--- src/rtl/sie_packet_sequencer.sv ---
// sie_packet_sequencer: feeds SYNC, PID and packet bytes to the SIE parallel load port (clock/reset, request in, load_SIE/parallel_ip/status out)
module sie_packet_sequencer #(
  parameter int BYTE_PERIOD = 8,
  parameter int MAX_DATA = 8,
  parameter int LEN_W = 4
) (
  input  logic             clock,
  input  logic             reset,
  input  logic             start,
  input  logic [1:0]       pkt_type,
  input  logic [3:0]       pid,
  input  logic [6:0]       addr,
  input  logic [3:0]       endp,
  input  logic [LEN_W-1:0] data_len,
  input  logic [7:0]       data_in,
  input  logic             data_avail,
  output logic             data_rd,
  output logic             load_SIE,
  output logic [7:0]       parallel_ip,
  output logic             busy,
  output logic             done,
  output logic             err_req,
  output logic             err_underrun
);
  localparam int CW = BYTE_PERIOD > 1 ? $clog2(BYTE_PERIOD) : 1;
  localparam logic [CW-1:0] LAST = CW'(BYTE_PERIOD - 1);
  typedef enum logic [2:0] {IDLE, SYNC, PID, TOK1, TOK2, DATA, CRC_LO, CRC_HI} state_t;
  state_t state, state_n;
  logic [CW-1:0] cnt;
  logic [1:0] typ;
  logic [3:0] pid_r, endp_r;
  logic [6:0] addr_r;
  logic [LEN_W-1:0] rem;
  logic [7:0] hold, byte_now;
  logic slot_end, last_slot, accepting, bad, ok, pay;
  always_comb begin
    slot_end = state != IDLE && cnt == LAST;
    last_slot = state == TOK2 || state == CRC_HI || (state == PID && typ == 2'b10);
    accepting = state == IDLE || (last_slot && slot_end);
    bad = pkt_type == 2'b11 || (pkt_type == 2'b01 && data_len > LEN_W'(MAX_DATA));
    ok = start && accepting && !bad;
    load_SIE = state != IDLE && cnt == '0;
    pay = load_SIE && state == DATA;
    byte_now = state == SYNC ? 8'h80 :
               state == PID  ? {~pid_r, pid_r} :
               state == TOK1 ? {endp_r[0], addr_r} :
               state == TOK2 ? {5'b0, endp_r[3:1]} :
               state == DATA && data_avail ? data_in : 8'h00;
    parallel_ip = load_SIE ? byte_now : hold;
    data_rd = pay && data_avail;
    busy = state != IDLE;
    done = last_slot && slot_end;
    err_req = start && accepting && bad;
    state_n = state;
    if (state == IDLE || (last_slot && slot_end))
      state_n = ok ? SYNC : IDLE;
    else if (slot_end)
      case (state)
        SYNC:    state_n = PID;
        PID:     state_n = typ == 2'b00 ? TOK1 : rem != '0 ? DATA : CRC_LO;
        TOK1:    state_n = TOK2;
        DATA:    state_n = rem == LEN_W'(1) ? CRC_LO : DATA;
        CRC_LO:  state_n = CRC_HI;
        default: state_n = IDLE;
      endcase
  end
  always_ff @(posedge clock) begin
    if (reset) begin
      state <= IDLE;
      cnt <= '0;
      hold <= 8'h00;
      err_underrun <= 1'b0;
      typ <= 2'b00;
      pid_r <= 4'h0;
      addr_r <= 7'h00;
      endp_r <= 4'h0;
      rem <= '0;
    end else begin
      state <= state_n;
      cnt <= (state == IDLE || slot_end) ? '0 : cnt + 1'b1;
      hold <= parallel_ip;
      err_underrun <= ok ? 1'b0 : (pay && !data_avail) ? 1'b1 : err_underrun;
      if (ok) begin
        typ <= pkt_type;
        pid_r <= pid;
        addr_r <= addr;
        endp_r <= endp;
        rem <= data_len;
      end else if (state == DATA && slot_end)
        rem <= rem - 1'b1;
    end
  end
endmodule

--- config.mk ---
export PLATFORM = sky130hd
export DESIGN_NAME = sie_packet_sequencer
export DESIGN_NICKNAME = d
export VERILOG_FILES = /design/src/rtl/sie_packet_sequencer.sv
export SDC_FILE = /design/constraint.sdc
export NUM_CORES = 1
export LEC_CHECK = 0
export CAP_MARGIN = 5
export CORE_ASPECT_RATIO = 1.4
export CORE_MARGIN = 2
export CORE_UTILIZATION = 45
export DETAILED_ROUTE_END_ITERATION = 7
export PLACE_DENSITY = 0.8
export REMOVE_ABC_BUFFERS = 1
export SETUP_SLACK_MARGIN = 0.05
export SLEW_MARGIN = 25
export SYNTH_ARGS = -nofsm -noshare
export SYNTH_HDL_FRONTEND = slang
export SYNTH_SLANG_ARGS = --single-unit
--- constraint.sdc ---
create_clock -name clock -period 1.7 [get_ports clock]
set_input_delay 0.51 -clock clock [delete_from_list [all_inputs] [get_ports clock]]
set_output_delay 0.51 -clock clock [all_outputs]
set_load 0.01 [all_outputs]
==> results_dict.tcl <==
set metrics [dict create \
    p_leak_uw 0.00135 \
    critPathCapture "parallel_ip[1]" \
    synth_cell_types 47 \
    status "finished, violations left" \
    setup_tns_ns -11.14 \
    start_kind "input port" \
    power.density_nw_per_um2 656 \
    root_buffer "clkbuf_8" \
    final-hold-violation-count 0 \
    cts_max_level 2 \
    cts_tree "done" \
    fin_skew_ns 0.00852 \
    drtAntennaViolNets 0 \
    critPathKind "input port to primary output" \
    grt_max_degree 32 \
    slew_viol_final 0 \
    cap_viol_max_count 0 \
    ys_seq_area_share_pct 36.2 \
    worst_slack_ns -0.490 \
    syn_to_final_growth_pct 59.4 \
    r2r_setup_slack_ns -0.27 \
    endpoint_kind "primary output" \
    met2_usage_pct 44.0 \
    worst_slew_pin_slew_ns 0.299 \
    grt_setup_unrepaired "yes" \
    drc 0 \
    drt_iter0_drc 41 \
    synth_flop_cell "dfxtp_1" \
    ys_ff_latch 36 \
    crit_fanout 2 \
    period_needed_ns 2.19 \
    firstDrtPassIters 4 \
    final_cell_mix "buf_4, dfxtp_1, clkdlybuf4s50_1" \
    rows 28 \
    synth_area_sq_um 1990 \
    synth_edf_count 0 \
    grt_overflow 0 \
    post-route-period-util_pct 129 \
    arrival_ns 1.68 \
    via_count 1985 \
    fp.dieH_um 82.7 \
    postCtsHoldBufs 0 \
    met1_usage_pct 28.6 \
    avgRoutedWirePerCell_um 14.3 \
    io_pins 47 \
    first_global_vias 2057 \
    final_common_cell "buf_4" \
    required_ns 1.19 \
    initial_core_util_pct 46.9 \
    hp-class "flop to flop" \
    pre_cts_slack_ns -1.08 \
    dp_cells 360 \
    reg2reg_from "state[0]" \
    reg2reg_depth 8 \
    drive_gt1_share_pct 40.6 \
    met3_usage_pct 5.45 \
    violations "negative setup slack" \
    numPortBuffers 46 \
    whs_ns 0.509 \
    postSynth.asyncResetShare_pct 0 \
    fp.dieArea_sq_um 4980 \
    dpl.hpwl_mm 3.58 \
    yosysWarnings 0 \
    clk_path_buf_depth 2 \
    crit_start "data_in[1]" \
    busiest_layer "met2" \
    finalWeightedCongestion 0.813 \
    drt_wl_total_mm 5.48 \
    max_slew_margin_pct 79.8 \
    grtUsageTotal_pct 25.0 \
    vias_per_cell 5.18 \
    antenna_found_initial 0 \
    cts_buffers 5 \
    postSynthCellCount 231 \
    setup_viol 35 \
    syn_area_per_cell_sq_um 8.61 \
    cts.reportedPaths.clkPinSlew_ns 0.07 \
    clock_latency_ns 0.29 \
    grt_pass1_wl_mm 9.37 \
    core_sq_um 4240 \
    cts_sinks 36 \
    fin_cells 383 \
    fmax_ghz 0.457 \
    nNetsFinal 361 \
    fillers 291 \
    die_w_um 60.2 \
    diodes 0 \
    worstReg2RegEnd "endp_r[3]" \
    peakVddDrop_mv 0.499 \
]
timing repair:
| action | in CTS | in global routing |
|---|---|---|
| pin swaps | 20 | 14 |
| endpoints found under the hold margin | 0 | 0 |
| gates resized for setup | 118 | 29 |
| setup buffers | 19 | 8 |
| setup endpoints to repair | 37 | 37 |
cells by family after synthesis:
logic type / share of synthesized area, %
adder cells (fa/ha/maj): 3.77
flip-flops: 36.2
XOR/XNOR: 0.881
multiplexers: 8.55
AO/OA/AOI/OAI: 16.0
AND/OR/NAND/NOR: 25.6
buffers and inverters: 8.99
critical path: stages:
cell	delay, ns
clkdlybuf4s50_1	0.47
nand3_1	0.07
o21ai_1	0.09
a21oi_1	0.11
o31ai_2	0.24
buf_2	0.19
layer usage:
metal | vias up | routed length, um | share of wire, %
li1 | 976 | - | -
met4 | 0 | 90 | 1.6
met3 | 8 | 210 | 3.8
met5 | - | 0 | 0
met2 | 54 | 2930 | 54
met1 | 947 | 2240 | 41
power by group:
group	switching (uW)	internal [uW]
Combinational	190	242
Sequential	30.0	879
Clock	305	435
Total	525	1560
worst min path at each step:
| stage | start | end | slack, ns | depth (start not counted) |
|---|---|---|---|---|
| after floorplan | cnt[0] | cnt[0] | 0.43 | 1 |
| after global placement | endp_r[3] | endp_r[3] | 0.47 | 2 |
| after detailed placement | addr_r[0] | addr_r[0] | 0.48 | 2 |
| after CTS | addr_r[0] | addr_r[0] | 0.50 | 2 |
| after global routing | addr_r[6] | addr_r[6] | 0.53 | 2 |
| final | endp_r[2] | endp_r[2] | 0.51 | 2 |
per-stage QoR:
stage	util [%]	instance area [sq um]	total power [uW]
6_report	74.8	3170	2080
5_1_grt	74.8	3170	2180
4_1_cts	73.6	3120	2060
3_5_place_dp	63.9	2710	1300
3_3_place_gp	63.9	2710	1290
2_1_floorplan	-	1860	1090
state kept, by name, summed over array words and instances, names as in the netlist, 2 cells and up:
name and flops:
typ 2, rem 4, addr_r 7, pid_r 4, endp_r 4, state 3
cnt 3, hold 8
cell usage after synthesis (3+ instances only):
library cell	n	area (sq um)
dfxtp_1	36	721
clkbuf_1	4	15.0
o21ai_1	10	50.1
a21oi_1	13	65.1
inv_1	11	41.3
nand3_1	5	25.0
a32oi_1	3	26.3
o31ai_1	4	30.0
nor2b_1	9	56.3
ha_1	6	75.1
nand2b_1	10	62.6
nor3_1	5	25.0
mux2i_1	17	170
o21ai_0	6	30.0
nor2_1	29	109
nand2_1	18	67.6
and2_1	4	25.0
layout make-up:
cell class / instances / area (sq um) / share of cell area (%)
clock inverter: 2 / 35.0 / 1.10
timing repair buffer: 98 / 886 / 27.9
tap: 60 / 75.1 / 2.37
multi-input combinational: 168 / 1320 / 41.6
sequential: 36 / 732 / 23.1
clock buffer: 6 / 72.6 / 2.29
inverter: 13 / 51.3 / 1.62
No activity file was read; power rests on OpenSTA's default activity.
